$ cat src/rtl/vga_sync_gen.sv
// VGA raster timing generator (640x480@60 by default) running on the pixel clock.
// Every output is a register loaded from the next counter values, so sync/blank flags line up with Pixel_x/Pixel_y.
module vga_sync_gen #(
  parameter int H_VISIBLE = 640,
  parameter int H_FRONT   = 16,
  parameter int H_SYNC    = 96,
  parameter int H_BACK    = 48,
  parameter int V_VISIBLE = 480,
  parameter int V_FRONT   = 10,
  parameter int V_SYNC    = 2,
  parameter int V_BACK    = 33,
  parameter bit SYNC_POL  = 1'b0
) (
  input  logic       Pixel_clock,
  input  logic       Reset,
  output logic       Hsync,
  output logic       Vsync,
  output logic       Video_on,
  output logic [9:0] Pixel_x,
  output logic [9:0] Pixel_y,
  output logic       Frame_tick,
  output logic [7:0] Frame_count
);

  localparam int H_TOTAL = H_VISIBLE + H_FRONT + H_SYNC + H_BACK;
  localparam int V_TOTAL = V_VISIBLE + V_FRONT + V_SYNC + V_BACK;

  localparam logic [9:0] H_LAST     = 10'(H_TOTAL - 1);
  localparam logic [9:0] V_LAST     = 10'(V_TOTAL - 1);
  localparam logic [9:0] H_VIS      = 10'(H_VISIBLE);
  localparam logic [9:0] V_VIS      = 10'(V_VISIBLE);
  localparam logic [9:0] H_SYNC_BEG = 10'(H_VISIBLE + H_FRONT);
  localparam logic [9:0] H_SYNC_END = 10'(H_VISIBLE + H_FRONT + H_SYNC - 1);
  localparam logic [9:0] V_SYNC_BEG = 10'(V_VISIBLE + V_FRONT);
  localparam logic [9:0] V_SYNC_END = 10'(V_VISIBLE + V_FRONT + V_SYNC - 1);

  logic [9:0] pixel_x_q, pixel_x_d;
  logic [9:0] pixel_y_q, pixel_y_d;
  logic       hsync_q, hsync_d;
  logic       vsync_q, vsync_d;
  logic       video_on_q, video_on_d;
  logic       frame_tick_q, frame_tick_d;
  logic [7:0] frame_count_q, frame_count_d;

  always_comb begin
    pixel_x_d     = pixel_x_q + 10'd1;
    pixel_y_d     = pixel_y_q;
    frame_count_d = frame_count_q;

    if (pixel_x_q == H_LAST) begin
      pixel_x_d = '0;
      if (pixel_y_q == V_LAST) begin
        pixel_y_d = '0;
      end else begin
        pixel_y_d = pixel_y_q + 10'd1;
      end
    end

    // Flags are decoded from the position the counters are about to enter.
    hsync_d = ((pixel_x_d >= H_SYNC_BEG) && (pixel_x_d <= H_SYNC_END)) ? SYNC_POL : ~SYNC_POL;
    vsync_d = ((pixel_y_d >= V_SYNC_BEG) && (pixel_y_d <= V_SYNC_END)) ? SYNC_POL : ~SYNC_POL;
    video_on_d   = (pixel_x_d < H_VIS) && (pixel_y_d < V_VIS);
    frame_tick_d = (pixel_x_d == '0) && (pixel_y_d == V_VIS);

    if (frame_tick_d) begin
      frame_count_d = frame_count_q + 8'd1;
    end
  end

  always_ff @(posedge Pixel_clock or posedge Reset) begin
    if (Reset) begin
      pixel_x_q     <= '0;
      pixel_y_q     <= '0;
      hsync_q       <= ~SYNC_POL;
      vsync_q       <= ~SYNC_POL;
      video_on_q    <= 1'b0;
      frame_tick_q  <= 1'b0;
      frame_count_q <= '0;
    end else begin
      pixel_x_q     <= pixel_x_d;
      pixel_y_q     <= pixel_y_d;
      hsync_q       <= hsync_d;
      vsync_q       <= vsync_d;
      video_on_q    <= video_on_d;
      frame_tick_q  <= frame_tick_d;
      frame_count_q <= frame_count_d;
    end
  end

  assign Pixel_x     = pixel_x_q;
  assign Pixel_y     = pixel_y_q;
  assign Hsync       = hsync_q;
  assign Vsync       = vsync_q;
  assign Video_on    = video_on_q;
  assign Frame_tick  = frame_tick_q;
  assign Frame_count = frame_count_q;

endmodule

$ cat config.mk
export PLATFORM = sky130hd
export DESIGN_NAME = vga_sync_gen
export DESIGN_NICKNAME = d
export VERILOG_FILES = /design/src/rtl/vga_sync_gen.sv
export SDC_FILE = /design/constraint.sdc
export NUM_CORES = 1
export LEC_CHECK = 0
export BUFFER_PORTS_ARGS = -buffer_cell sky130_fd_sc_hd__buf_2
export CORE_MARGIN = 5
export CORE_UTILIZATION = 50
export CTS_CLUSTER_DIAMETER = 200
export DETAILED_ROUTE_END_ITERATION = 16
export GPL_ROUTABILITY_DRIVEN = 0
export PLACE_DENSITY = 0.82
export SLEW_MARGIN = 20
export SYNTH_ARGS = -nofsm -noshare
export SYNTH_HDL_FRONTEND = slang
export SYNTH_SLANG_ARGS = --single-unit
$ cat constraint.sdc
create_clock -name Pixel_clock -period 2.6 [get_ports Pixel_clock]
set_clock_uncertainty 0.15 [all_clocks]
set_input_delay 0.39 -clock Pixel_clock [delete_from_list [all_inputs] [get_ports Pixel_clock]]
set_output_delay 0.39 -clock Pixel_clock [all_outputs]
set_load 0.005 [all_outputs]
## After elaboration in Yosys (flattened, before gate mapping)

Cells that the tools add are included.

- Input port bits: 2
- ROM bits: 0
- Flip-flop bits (word level): 32
- RAM bits: 0
- Bits in latches: 0
- Output and inout port bits: 32
- Memories: 0

- Equality and inequality tests: 3
- $add $sub $neg: 3
- Muxes and demuxes: 5
- Shift-type cells: 0
- Order comparisons: 6
- Reductions and logical operators: 5
- Bitwise logic cells: 0
- $mul: 0
- Divide/modulo/power cells: 0

Operators by type and width:

| operator | number |
|---|---|
| 10-bit 2-to-1 mux | 3 |
| 10-bit by 1-bit adder with 10-bit output, second input constant | 2 |
| 10-bit == test, second input constant | 2 |
| 10-bit by 9-bit == test with 1-bit output, second input constant | 1 |
| 10-bit >= comparator, second input constant | 1 |
| 10-bit by 9-bit >= comparator with 1-bit output, second input constant | 1 |
| 10-bit <= comparator, second input constant | 1 |
| 10-bit by 9-bit <= comparator with 1-bit output, second input constant | 1 |
| 10-bit logical NOT | 1 |
| 10-bit less-than comparator, second input constant | 1 |
| 10-bit by 9-bit less-than comparator with 1-bit output, second input constant | 1 |
| 8-bit by 1-bit adder with 8-bit output, second input constant | 1 |
| 1-bit logical AND | 4 |
| 1-bit 2-to-1 mux | 2 |

## Logic depth before layout (Yosys ltp)

- Depth in word-level cells: 6
- Gate-level depth with buffers: 10
- Gate-level depth less buffers: 9

## Least setup slack after synthesis

Ideal clock, no wire load.

- Path type: register -> register
- Start point: reg pixel_x_q[0] (netlist: Pixel_x[0])
- End point: reg frame_count_q[1] (netlist: Frame_count[1])
- Period minus slack after synthesis: 2.521 ns
- Setup slack: 0.079 ns
- Required time: 2.325 ns
- Arrival: 2.246 ns
- Cell stages (with the launch flop): 10
- Path through: dfrtp_1 -> ha_1 -> nand4_2 -> nor4_4 -> buf_6 -> o21ai_0 -> a2bb2oi_2 -> and4_1 -> buf_4 -> mux2_4

- Word-level cells in the longest chain between the ends: 4
- Elaborated cells on any way between the ends: 7
- Classes of those cells: add/sub: 1; eq/ne: 2; mux: 2; reduce/logical: 2

RTL lines:

| item | line | source |
|---|---|---|
| from (decl) | 37 | `logic [9:0] pixel_x_q, pixel_x_d;` |
| from (signal assigned) | 80 | `pixel_x_q <= pixel_x_d;` |
| 10-bit by 1-bit adder with 10-bit output or 10-bit == test (tied branches) | 46, 50 |  |
| 10-bit 2-to-1 mux | 50 | `if (pixel_x_q == H_LAST) begin` |
| 10-bit logical NOT or 10-bit by 9-bit == test with 1-bit output (tied branches) | 63 | `frame_tick_d = (pixel_x_d == '0) && (pixel_y_d == V_VIS);` |
| 1-bit logical AND (*) | 63 |  |
| named net frame_tick_d | 42 | `logic frame_tick_q, frame_tick_d;` |
| to (signal assigned) | 86 | `frame_count_q <= frame_count_d;` |
| to (decl) | 43 | `logic [7:0] frame_count_q, frame_count_d;` |

The timed path passes the listed nets; every way through them passes the cells marked *.
A chain may end at the register's enable or synchronous reset.

## Worst setup path in the final report

- Start point: reg pixel_y_q[1] (netlist: Pixel_y[1])
- End point: reg frame_count_q[1] (netlist: Frame_count[1])

- Word-level cells in the longest chain between the ends: 5
- Elaborated cells on any way between the ends: 6
- Classes of those cells: add/sub: 1; eq/ne: 2; mux: 2; reduce/logical: 1

RTL lines:

| item | line | source |
|---|---|---|
| from (decl) | 38 | `logic [9:0] pixel_y_q, pixel_y_d;` |
| from (signal assigned) | 81 | `pixel_y_q <= pixel_y_d;` |
| 10-bit by 1-bit adder with 10-bit output or 10-bit == test (tied branches) | 55, 52 |  |
| 10-bit 2-to-1 mux | 52 | `if (pixel_y_q == V_LAST) begin` |
| 10-bit 2-to-1 mux (*) | 50 |  |
| 10-bit by 9-bit == test with 1-bit output (*) | 63 |  |
| 1-bit logical AND (*) | 63 |  |

Every way passes the cells marked *; elsewhere a longest branch is shown, timed or not.

==> results.json <==
{
  "design.core.area_um2": 3630,
  "grt_use_met1_pct": 24.5,
  "synth-edff-count": 0,
  "final-setup-viol-count": 0,
  "synth_seq_cells": 32,
  "drt_iter0_markers": 104,
  "clk_latency_ps": 280,
  "synthTopCellsByArea": "dfrtp_1 (41%), xnor2_1 (6.2%), nand2_1 (3.9%)",
  "required_ps": 2620,
  "synthArstFlopShare_pct": 100,
  "port_buffers": 33,
  "final.setup.worst_slack_ps": 101,
  "area_growth_pct": 26.3,
  "power_w": 0.000926,
  "crit_family": "simple AND/OR/NAND/NOR gates",
  "seq_area_um2": 803,
  "p_per_area_nw_per_um2": 397,
  "fillers": 311,
  "status": "complete, no violations",
  "finalMaxSlewViolations": 0,
  "hold_viol": 0,
  "track_usage_pct": 17.7,
  "grt_pass1_vias": 1520,
  "drtPass1Iterations": 4,
  "cp-start-kind": "register",
  "worst_path_largest_cell_delay_ps": 380,
  "io_pins": 34,
  "cap_violations": 0,
  "crit_type": "register to register",
  "synthesis.area_um2": 1850,
  "antenna_found_initial": 0,
  "cts.sinks": 32,
  "ys_types": 48,
  "fmax_ghz": 0.400,
  "grt_max_degree": 33,
  "overflow": 0,
  "syn_area_per_cell_um2": 10.4,
  "grt_setup_unrepaired": "false",
  "rows": 22,
  "hold_path_class": "input pin to async pin",
  "ctsLongestPathBuffers": 2,
  "slew_headroom_pct": 73.4,
  "worst_setup_path_end_kind": "register",
  "nets": 241,
  "cp_max_fo": 5,
  "detailroute.via_count": 1583,
  "worst_pin_slew_ps": 388,
  "gr-usage-met2_pct": 26.4,
  "tritoncts": "yes",
  "place_area_um2": 2160,
  "syn_nets": 185,
  "grt.busiest_layer": "met2",
  "setup_tns_ps": 0,
  "drive_above_1_share_pct": 36.6,
  "dpl.hpwl_mm": 3.05,
  "cp.arrival_ps": 2520,
  "design_area_um2": 2330,
  "ys_seq_area_share_pct": 43.5,
  "final.period_utilization_pct": 96.1,
  "die_area_um2": 5010,
  "clockRootBuffer": "clkbuf_8",
  "synth_ff_type": "dfrtp_1",
  "vias_per_cell": 5.59,
  "drt_wl_total_mm": 4.19,
  "diodes": 0,
  "yosys-top-cells-count": "dfrtp_1 (30), nand2_1 (19), xnor2_1 (13)",
  "syn_inst": 178,
  "crit_buf_inv": 2,
  "fp.dieW_um": 70.8,
  "synth_top_area_cell": "dfrtp_1",
  "synth_top_area_share_pct": 40.6,
  "worstPathCellList": "inv_1 > ha_2 > or3b_4 > nor4_4 > buf_4 > a2bb2oi_2 > a21boi_2 > and4_4 > mux2_4",
  "grt_pass1_wl_mm": 7.10,
  "pre_cts_ws_ps": -5.76,
  "crit_path_top_delay_cell": "dfrtp_1",
  "drtAntennaViolNets": 0,
  "start_util_pct": 50.9,
  "wl_per_cell_um": 14.8,
  "cts_max_level": 2,
  "vdd_ir_drop_max_mv": 0.242,
  "clk_pin_slew_ps": 70,
  "multi_input_area_um2": 983,
  "grt_use_met3_pct": 5.26,
  "leakage_nw": 1.14,
  "drc": 0,
  "die_y_um": 70.8,
  "layout_min_cycle_time_ps": 2500,
  "yosysWarnings": 0,
  "synth_most_common_cell": "dfrtp_1",
  "cts_buffers": 5,
  "cts_hold_buf": 0
}
## through the flow
stage	util (%)	instances	hold WS, ps
after detailed placement	59.3	269	313
after global routing	64.2	283	86.8
final	64.2	283	29.0
after CTS	63.2	281	45.7
after floorplan	-	178	319
after global placement	59.3	269	307
## area by class of cell
cell class                      count  area share [%]
Multi-Input combinational cell    129            42.1
Tap cell                           48            2.57
Clock buffer                        8            4.29
Inverter                            8            1.29
Timing Repair Buffer               58            15.3
Sequential cell                    32            34.4
## metal layers
| layer | wire length (um) | share of wire (%) |
|---|---|---|
| met1 | 1920 | 46 |
| met2 | 1930 | 46 |
| met3 | 251 | 6.0 |
| met4 | 91 | 2.2 |
| met5 | 0 | 0 |
## timing repair
| item | in CTS | in global routing |
|---|---|---|
| buffers inserted | 4 | 2 |
| pin swaps | 4 | 2 |
| gates resized for setup | 5 | 6 |
| setup endpoints to repair | 6 | 8 |
## worst paths after layout
check	startpoint	to	slack, ps	cells after the start
max reg2reg	Pixel_y[1]	Frame_count[1]	100	9
min	Reset	Pixel_x[9]	30	3
max in group asynchronous	Reset	Hsync	1940	3
max	Pixel_y[1]	Frame_count[1]	100	9
min in group Pixel_clock	Frame_count[7]	Frame_count[7]	320	1
min reg2reg	Frame_count[7]	Frame_count[7]	320	1
## placed cells by master (no fill, tap or decap), types with 7 or more instances in the layout
cell,n
clkbuf_8,7
inv_1,7
nand4_1,8
nand2_1,19
buf_2,33
dfrtp_1,30
nand3_1,7
buf_4,24
nor2_1,8
o21ai_0,10
xnor2_1,13
## logic make-up after synthesis
kind of cell | count (synthesis) | synth area share (%)
AOI/OAI and AO/OA | 31 | 12.9
muxes | 1 | 0.812
DFF | 32 | 43.5
xor gates and xnor gates | 20 | 9.89
and+or+nand+nor | 72 | 24.7
buffers and inverters | 17 | 4.87
adders and majority gates | 5 | 3.39
## sequential cells by signal, indices dropped and copies added (netlist names)
register,flops
Frame_count,8
Frame_tick,1
Video_on,1
Pixel_y,10
Pixel_x,10
Hsync,1
Vsync,1
## power breakdown
group / internal [W] / total [W] / switching, W
Sequential: 0.000498 / 0.000498 / 0
Clock: 0.000241 / 0.000417 / 0.000176
Combinational: 0.00000164 / 0.0000112 / 0.00000958
## tightest hold or removal path, delay by kind of cell
| family | cells | cell delay, ps |
|---|---|---|
| buf+inv | 3 | 490 |
Power figures use the tool's default switching activity.
